File: config.mk
export PLATFORM = sky130hd
export DESIGN_NAME = mem_wb_stage
export DESIGN_NICKNAME = d
export VERILOG_FILES = /design/src/rtl/mem_wb_stage.sv
export SDC_FILE = /design/constraint.sdc
export NUM_CORES = 1
export LEC_CHECK = 0
export CORE_ASPECT_RATIO = 0.5
export CORE_MARGIN = 3
export CORE_UTILIZATION = 45
export DETAILED_ROUTE_END_ITERATION = 8
export PLACE_DENSITY = 0.78
export SLEW_MARGIN = 20
export SYNTH_ARGS = -nofsm -noshare
export SYNTH_HDL_FRONTEND = slang
export SYNTH_SLANG_ARGS = --single-unit
File: constraint.sdc
create_clock -name clk -period 10 [get_ports clk]
set_clock_uncertainty 0.15 [all_clocks]
set_input_delay 2.5 -clock clk [delete_from_list [all_inputs] [get_ports clk]]
set_output_delay 2.5 -clock clk [all_outputs]
set_load 0.03 [all_outputs]
File: src/rtl/mem_wb_stage.sv
// MEM->WB pipeline register: load alignment/extension, register file write port,
// forwarding copies, load exception capture and the retired-instruction counter.
module mem_wb_stage #(
    parameter int XLEN = 64
) (
    input  logic            clk,
    input  logic            reset,
    input  logic            mem_valid,
    input  logic            mem_reg_write,
    input  logic [4:0]      mem_rd,
    input  logic [1:0]      mem_wb_sel,
    input  logic [XLEN-1:0] mem_alu_result,
    input  logic [XLEN-1:0] mem_pc_plus4,
    input  logic [XLEN-1:0] mem_load_raw,
    input  logic [2:0]      mem_funct3,
    input  logic            flush,
    input  logic            exc_ack,
    output logic            wb_reg_write,
    output logic [4:0]      wb_rd,
    output logic [XLEN-1:0] wb_write_data,
    output logic            fwd_valid,
    output logic [4:0]      fwd_rd,
    output logic [XLEN-1:0] fwd_data,
    output logic            exc_pending,
    output logic [3:0]      exc_cause,
    output logic [XLEN-1:0] exc_addr,
    output logic [63:0]     instret
);

    typedef enum logic {
        S_IDLE,
        S_PENDING
    } exc_state_e;

    exc_state_e      state_q, state_d;
    logic            valid_q, valid_d;
    logic            reg_write_q;
    logic [4:0]      rd_q;
    logic [1:0]      wb_sel_q;
    logic [XLEN-1:0] alu_q;
    logic [XLEN-1:0] pc4_q;
    logic [XLEN-1:0] raw_q;
    logic [2:0]      funct3_q;
    logic [3:0]      cause_q, cause_d;
    logic [XLEN-1:0] addr_q, addr_d;
    logic [63:0]     instret_q, instret_d;

    logic [2:0]      a;
    logic [XLEN-1:0] shifted;
    logic [XLEN-1:0] load_data;
    logic            misaligned;
    logic            illegal;
    logic            fault;

    assign exc_pending = (state_q == S_PENDING);
    assign valid_d     = mem_valid & ~flush & ~exc_pending;

    // Little-endian lane select: move the addressed byte down to bit 0.
    always_comb begin
        a          = alu_q[2:0];
        shifted    = raw_q >> {a, 3'b000};
        load_data  = '0;
        misaligned = 1'b0;
        illegal    = 1'b0;
        case (funct3_q)
            3'b000: load_data = {{(XLEN-8){shifted[7]}}, shifted[7:0]};
            3'b100: load_data = {{(XLEN-8){1'b0}}, shifted[7:0]};
            3'b001: begin
                load_data  = {{(XLEN-16){shifted[15]}}, shifted[15:0]};
                misaligned = a[0];
            end
            3'b101: begin
                load_data  = {{(XLEN-16){1'b0}}, shifted[15:0]};
                misaligned = a[0];
            end
            3'b010: begin
                load_data  = {{(XLEN-32){shifted[31]}}, shifted[31:0]};
                misaligned = |a[1:0];
            end
            3'b110: begin
                load_data  = {{(XLEN-32){1'b0}}, shifted[31:0]};
                misaligned = |a[1:0];
            end
            3'b011: begin
                load_data  = raw_q;
                misaligned = |a;
            end
            default: illegal = 1'b1;
        endcase
    end

    assign fault = valid_q & (wb_sel_q == 2'b01) & (misaligned | illegal);

    always_comb begin
        wb_reg_write = valid_q & reg_write_q & ~fault & (rd_q != 5'd0);
        wb_rd        = rd_q;
        case (wb_sel_q)
            2'b01:   wb_write_data = load_data;
            2'b10:   wb_write_data = pc4_q;
            default: wb_write_data = alu_q;
        endcase
    end

    assign fwd_valid = wb_reg_write;
    assign fwd_rd    = wb_rd;
    assign fwd_data  = wb_write_data;
    assign exc_cause = cause_q;
    assign exc_addr  = addr_q;
    assign instret   = instret_q;

    // A fault arriving with the ack replaces the old cause instead of clearing.
    always_comb begin
        state_d   = state_q;
        cause_d   = cause_q;
        addr_d    = addr_q;
        instret_d = instret_q + 64'(valid_q & ~fault);
        if (fault && (state_q == S_IDLE || exc_ack)) begin
            state_d = S_PENDING;
            cause_d = illegal ? 4'd2 : 4'd4;
            addr_d  = alu_q;
        end else if (state_q == S_PENDING && exc_ack) begin
            state_d = S_IDLE;
        end
    end

    always_ff @(posedge clk) begin
        if (!reset) begin
            state_q     <= S_IDLE;
            valid_q     <= 1'b0;
            reg_write_q <= 1'b0;
            rd_q        <= '0;
            wb_sel_q    <= '0;
            alu_q       <= '0;
            pc4_q       <= '0;
            raw_q       <= '0;
            funct3_q    <= '0;
            cause_q     <= '0;
            addr_q      <= '0;
            instret_q   <= '0;
        end else begin
            state_q     <= state_d;
            valid_q     <= valid_d;
            reg_write_q <= mem_reg_write;
            rd_q        <= mem_rd;
            wb_sel_q    <= mem_wb_sel;
            alu_q       <= mem_alu_result;
            pc4_q       <= mem_pc_plus4;
            raw_q       <= mem_load_raw;
            funct3_q    <= mem_funct3;
            cause_q     <= cause_d;
            addr_q      <= addr_d;
            instret_q   <= instret_d;
        end
    end

endmodule

**Word level (Yosys, flattened, before mapping)**

Index checks and enable logic that the tools add are counted.

- Memories: 0
- Register bits: 337
- Output and inout bits: 273
- Word-level logic and storage cells: 53
- RAM bits: 0
- ROM bits: 0
- Input bits: 208
- Latch bits: 0

- Divide/modulo/power cells: 0
- Bitwise logic cells: 13
- Reductions and logical operators: 11
- Multiply operators: 0
- Order comparisons: 0
- Multiplexer cells: 7
- Add/subtract/negate cells: 1
- Shift operators: 1
- Equality and inequality tests: 8

Operator list:

| cell | count |
|---|---|
| 64-bit one-hot mux with 7 select lines | 1 |
| 64-bit one-hot mux with 2 select lines | 1 |
| 64-bit adder | 1 |
| 1-bit by 64-bit bitwise AND with 64-bit output | 1 |
| 1-bit inverter with 64-bit output | 1 |
| 64-bit by 6-bit >> shifter with 32-bit output | 1 |
| 3-bit == test, second input constant | 3 |
| 1-bit bitwise AND | 7 |
| 7-bit OR reduction | 1 |
| 3-bit by 2-bit == test with 1-bit output, second input constant | 2 |
| 2-bit OR reduction | 3 |
| 5-bit nonzero test | 1 |
| 3-bit by 1-bit == test with 1-bit output, second input constant | 1 |
| 3-bit logical NOT | 1 |
| 1-bit two-way mux | 3 |
| 3-bit two-way mux | 1 |
| 1-bit inverter | 3 |
| 1-bit one-hot mux with 3 select lines | 1 |
| 3-bit OR reduction | 1 |
| 2-bit by 1-bit == test with 1-bit output, second input constant | 1 |
| 2-bit == test, second input constant | 1 |
| 1-bit logical AND | 2 |
| 2-bit nonzero test | 1 |
| 1-bit logical OR | 1 |
| 1-bit bitwise OR | 1 |

**Depth between registers and ports, before layout**

- Depth after elaboration: 8
- Mapped depth: 14
- Mapped depth without buffers: 12

**Worst setup path before layout**

OpenSTA, ideal clock, no wires.

- Path type: register to output
- From: reg alu_q[0]
- To: out wb_write_data[21]
- Data arrival time: 2.761 ns
- Buffers on the path: 3
- Cell stages (with the launch flop): 9
- Slack: 4.589 ns
- Data required time: 7.350 ns
- Path through: dfxtp_1 > buf_2 > mux2i_1 > mux4_2 > nor4_1 > clkbuf_1 > a2111oi_0 > o21ai_0 > buf_4

- Longest elaborated chain between the ends: 3

Ends and longest elaborated chain:

| element | line | source |
|---|---|---|
| start, declared | 40 | `logic [XLEN-1:0] alu_q;` |
| start signal, assigned | 146 | `alu_q <= mem_alu_result;` |
| 64-bit by 6-bit >> shifter with 32-bit output | 61 | `shifted = raw_q >> {a, 3'b000};` |
| 64-bit one-hot mux with 7 select lines | 65 | `case (funct3_q)` |
| 64-bit one-hot mux with 2 select lines | 97 | `case (wb_sel_q)` |
| end, declared | 20 | `output logic [XLEN-1:0] wb_write_data,` |

Every way passes these cells.

**Worst setup path in the final report**

- From: reg alu_q[1]
- To: out fwd_data[60]

- Longest elaborated chain between the ends: 3

Ends and longest elaborated chain:

| element | line | source |
|---|---|---|
| 64-bit by 6-bit >> shifter with 32-bit output | 61 |  |
| 64-bit one-hot mux with 7 select lines | 65 |  |
| 64-bit one-hot mux with 2 select lines | 97 |  |
| end, declared | 23 | `output logic [XLEN-1:0] fwd_data,` |

Every way passes these cells.

==> flow_summary.yaml <==
cts:
  numCtsBuffers: 30
  htreeDepth: 1
  cts_tree: "done"
  clk_pin_slew_worst_paths_ns: 0.07
  cts.sinks: 335
  postCtsSetupRepairBufs: 0
  worstSkewPairLatency_ns: 0.58
  cts_root_buffer: "clkbuf_16"
  cts_hold_buf: 0
  postCtsResizedCells: 0
  cts_buffer_depth: 3
setup_path:
  end_kind: "primary output"
  rr_startpoint: "alu_q[1]$_SDFF_PN0_"
  cp_top_family: "buffers and inverters"
  r2r_setup_slack_ns: 5.19
  worst-path-max-fanout: 60
  crit_top_cell: "buf_4"
  required_ns: 7.35
  critical_path_buf_inv_count: 3
  path_cells: "buf_4, nand4bb_1, nor2_1, a211oi_4, buf_4, a31o_2, a2bb2oi_1, clkdlybuf4s50_1"
  critPathLaunchType: "flip-flop"
  max_stage_delay_ns: 0.79
  rr_worst_depth: 11
  crit_type: "reg -> out"
  worstPathArrival_ns: 4.56
  crit_slowest_cell: "clkdlybuf4s50_1"
  r2r-end: "instret[54]$_SDFF_PN0_"
yosys:
  yosys_warnings: 0
  async_reset_ff_frac: 0
  synth.distinct_cells: 59
  avgSynthCellArea_sq_um: 8.929
  ys_ff_latch: 335
  yosysTopAreaCellShare: 0.4541
  synthTopCellsByArea: "dfxtp_1 (45%), and2_1 (8.9%), nand2_1 (4.5%)"
  synthCells: 1654
  yosysSeqAreaShare: 0.4541
  synthesis.area_sq_mm: 0.01477
  synthFlopType: "dfxtp_1"
  synth_edf_count: 0
  synth_top_area_cell: "dfxtp_1"
layout:
  fin_area_sq_mm: 0.02031
  layout-drive-gt1-share: 0.07015
  syn_to_final_growth_pct: 37.51
  nNetsFinal: 2198
min_path:
  worst_hold_path.endpoint: "exc_addr[39]$_SDFFE_PN0P_"
  whs_path_depth: 2
  worstHoldStart: "exc_addr[39]$_SDFFE_PN0P_"
  min_path_type: "reg -> reg"
timing:
  finalHoldViolCount: 0
  fin_tns_setup_ns: 0
  worst_pin_slew_ns: 1.041
  fin_crit_sh: 0.7212
  setup_viol: 0
  fmax_mhz: 138.7
  rsz0062_at_grt: "no"
  period_minus_slack_ns: 7.212
  slew_violations: 0
  slew_headroom: 0.3060
detailed_routing:
  dr.first_iter.drc_count: 1371
  drtPass1Iterations: 5
  drc: 0
  vias_per_cell: 5.594
  vias: 13690
  wirelength_um: 56220
  antenna_left: 0
  wl_met2_um: 26150
  met3_length_um: 4517
  maxUsedRoutingLayer: "met4"
  met1Wirelength_um: 23830
  wl_per_cell_um: 22.97
global_routing:
  grt_max_degree: 139
  grt_pass1_vias: 12740
  antenna_found_initial: 4
  gr-total-overflow: 0
  grt_pass1_wl_um: 81920
  grtUsageTotal: 0.3029
floorplan:
  die_y_um: 134.1
  coreArea_sq_mm: 0.03200
  die_x_um: 262.2
  ios: 481
  dieArea_sq_mm: 0.03516
  initial_utilization: 0.4615
  row_count: 46
placed_design:
  io_buffer_count: 478
  dpl_cell_area_sq_mm: 0.01925
  hpwl_um: 42510
  gp_congestion: 1.003
power:
  p_per_area_mw_per_mm2: 159.5
  p_leak_nw: 7.203
  ir_drop_mv: 0.1156
run_status:
  outcome: "finished, final reports clean"
job:
  max-cap-violations: 0
==> registers in the layout, summed over array words and instances (netlist names) <==
register / flops
alu_q: 64
wb_sel_q: 2
raw_q: 64
pc4_q: 64
funct3_q: 3
reg_write_q: 1
exc_cause: 2
instret: 64
exc_addr: 64
fwd_rd: 5
exc_pending: 1
valid_q: 1
==> through the flow <==
step                std cells  hold slack (ns)  power (mW)  setup slack (ns)  utilization
finish                   2447           0.3098       3.239             2.788       0.6347
global route             2446           0.3272       3.334             2.755       0.6346
CTS                      2442           0.3131       3.246             2.926       0.6342
detailed placement       2386           0.3016       2.034             3.533       0.6015
global placement         2386           0.2937       2.031             3.583       0.6015
floorplan                1655           0.2881       1.786             4.589            -
==> cells by family after synthesis <==
group | count (synthesis) | share of synthesized area
simple gates | 668 | 0.2377
flops | 335 | 0.4541
compound gates | 320 | 0.1428
buf+inv | 214 | 0.07396
mux | 78 | 0.06760
xor+xnor | 34 | 0.02016
fa+ha+maj | 4 | 0.003389
other cells | 1 | 0.0002539
==> layout make-up <==
class                           count  area [sq um]
Antenna cell                        5         12.51
Clock buffer                       38         850.8
Clock inverter                     18         195.2
Fill cell                        2709         11690
Inverter                           16         60.06
Multi-Input combinational cell   1106          7010
Sequential cell                   335          6709
Tap cell                          432         540.5
Timing Repair Buffer              497          4931
==> synthesized netlist by cell type, types with 4 or more instances <==
| library cell | n |
|---|---|
| dfxtp_1 | 335 |
| a22oi_1 | 6 |
| nand3_1 | 89 |
| xor2_1 | 22 |
| nor2b_1 | 14 |
| and3_1 | 8 |
| nand4_1 | 24 |
| o22ai_1 | 10 |
| a31o_2 | 32 |
| mux2_2 | 4 |
| a221oi_1 | 6 |
| mux4_2 | 17 |
| nor2_1 | 70 |
| a31oi_1 | 13 |
| buf_2 | 9 |
| buf_1 | 4 |
| and4_1 | 7 |
| a21o_1 | 4 |
| nor4_1 | 17 |
| clkbuf_1 | 112 |
| o211ai_1 | 7 |
| or4_1 | 11 |
| a2bb2oi_1 | 26 |
| nand2_1 | 177 |
| o21ai_0 | 88 |
| a2111oi_0 | 4 |
| o21bai_1 | 7 |
| ha_1 | 4 |
| o2bb2ai_1 | 5 |
| a21oi_1 | 70 |
| nor3_1 | 8 |
| buf_4 | 72 |
| o31ai_1 | 8 |
| inv_1 | 13 |
| xnor2_1 | 12 |
| or3_1 | 7 |
| o221ai_1 | 19 |
| nand2b_1 | 14 |
| a221o_1 | 4 |
| mux2i_1 | 57 |
| and2_1 | 210 |
==> worst min-delay path: stages, from the launching register on <==
cell     delay (ns)
dfxtp_1        0.31
nand2_1        0.05
o21ai_0        0.05
==> report_power, final <==
group          switching, mW  internal (mW)
logic                  0.326          0.261
clock network          0.540          0.684
registers             0.0483           1.38
total                  0.915           2.32
==> metal layers <==
layer / GRT usage / vias to the layer above
met1: 0.4177 / 6611
met4: 0.08881 / 0
met2: 0.4818 / 607
met5: 0 / -
met3: 0.06397 / 114
li1: - / 6357
==> worst max-delay path by stage <==
stage                             start                 to  slack [ns]  cells past startpoint
floorplan           alu_q[0]$_SDFF_PN0_  wb_write_data[21]        4.59                      8
global placement    alu_q[1]$_SDFF_PN0_       fwd_data[60]        3.58                      8
detailed placement  alu_q[1]$_SDFF_PN0_       fwd_data[60]        3.53                      8
CTS                 alu_q[1]$_SDFF_PN0_       fwd_data[60]        2.93                      8
global route        alu_q[1]$_SDFF_PN0_       fwd_data[43]        2.75                      8
finish              alu_q[1]$_SDFF_PN0_       fwd_data[60]        2.79                      8
==> cell usage in the layout, fill, tap and decap left out, types with 30 or more instances in the layout <==
| cell type | netlist | routed |
|---|---|---|
| mux2i_1 | 57 | 57 |
| nand3_1 | 89 | 89 |
| and2_1 | 210 | 210 |
| nor2_1 | 70 | 70 |
| o21ai_0 | 88 | 88 |
| a21oi_1 | 70 | 70 |
| clkdlybuf4s50_1 | 0 | 477 |
| dfxtp_1 | 335 | 333 |
| nand2_1 | 177 | 177 |
| clkbuf_16 | 0 | 30 |
| a31o_2 | 32 | 32 |
(Power assumes the default switching activity.)
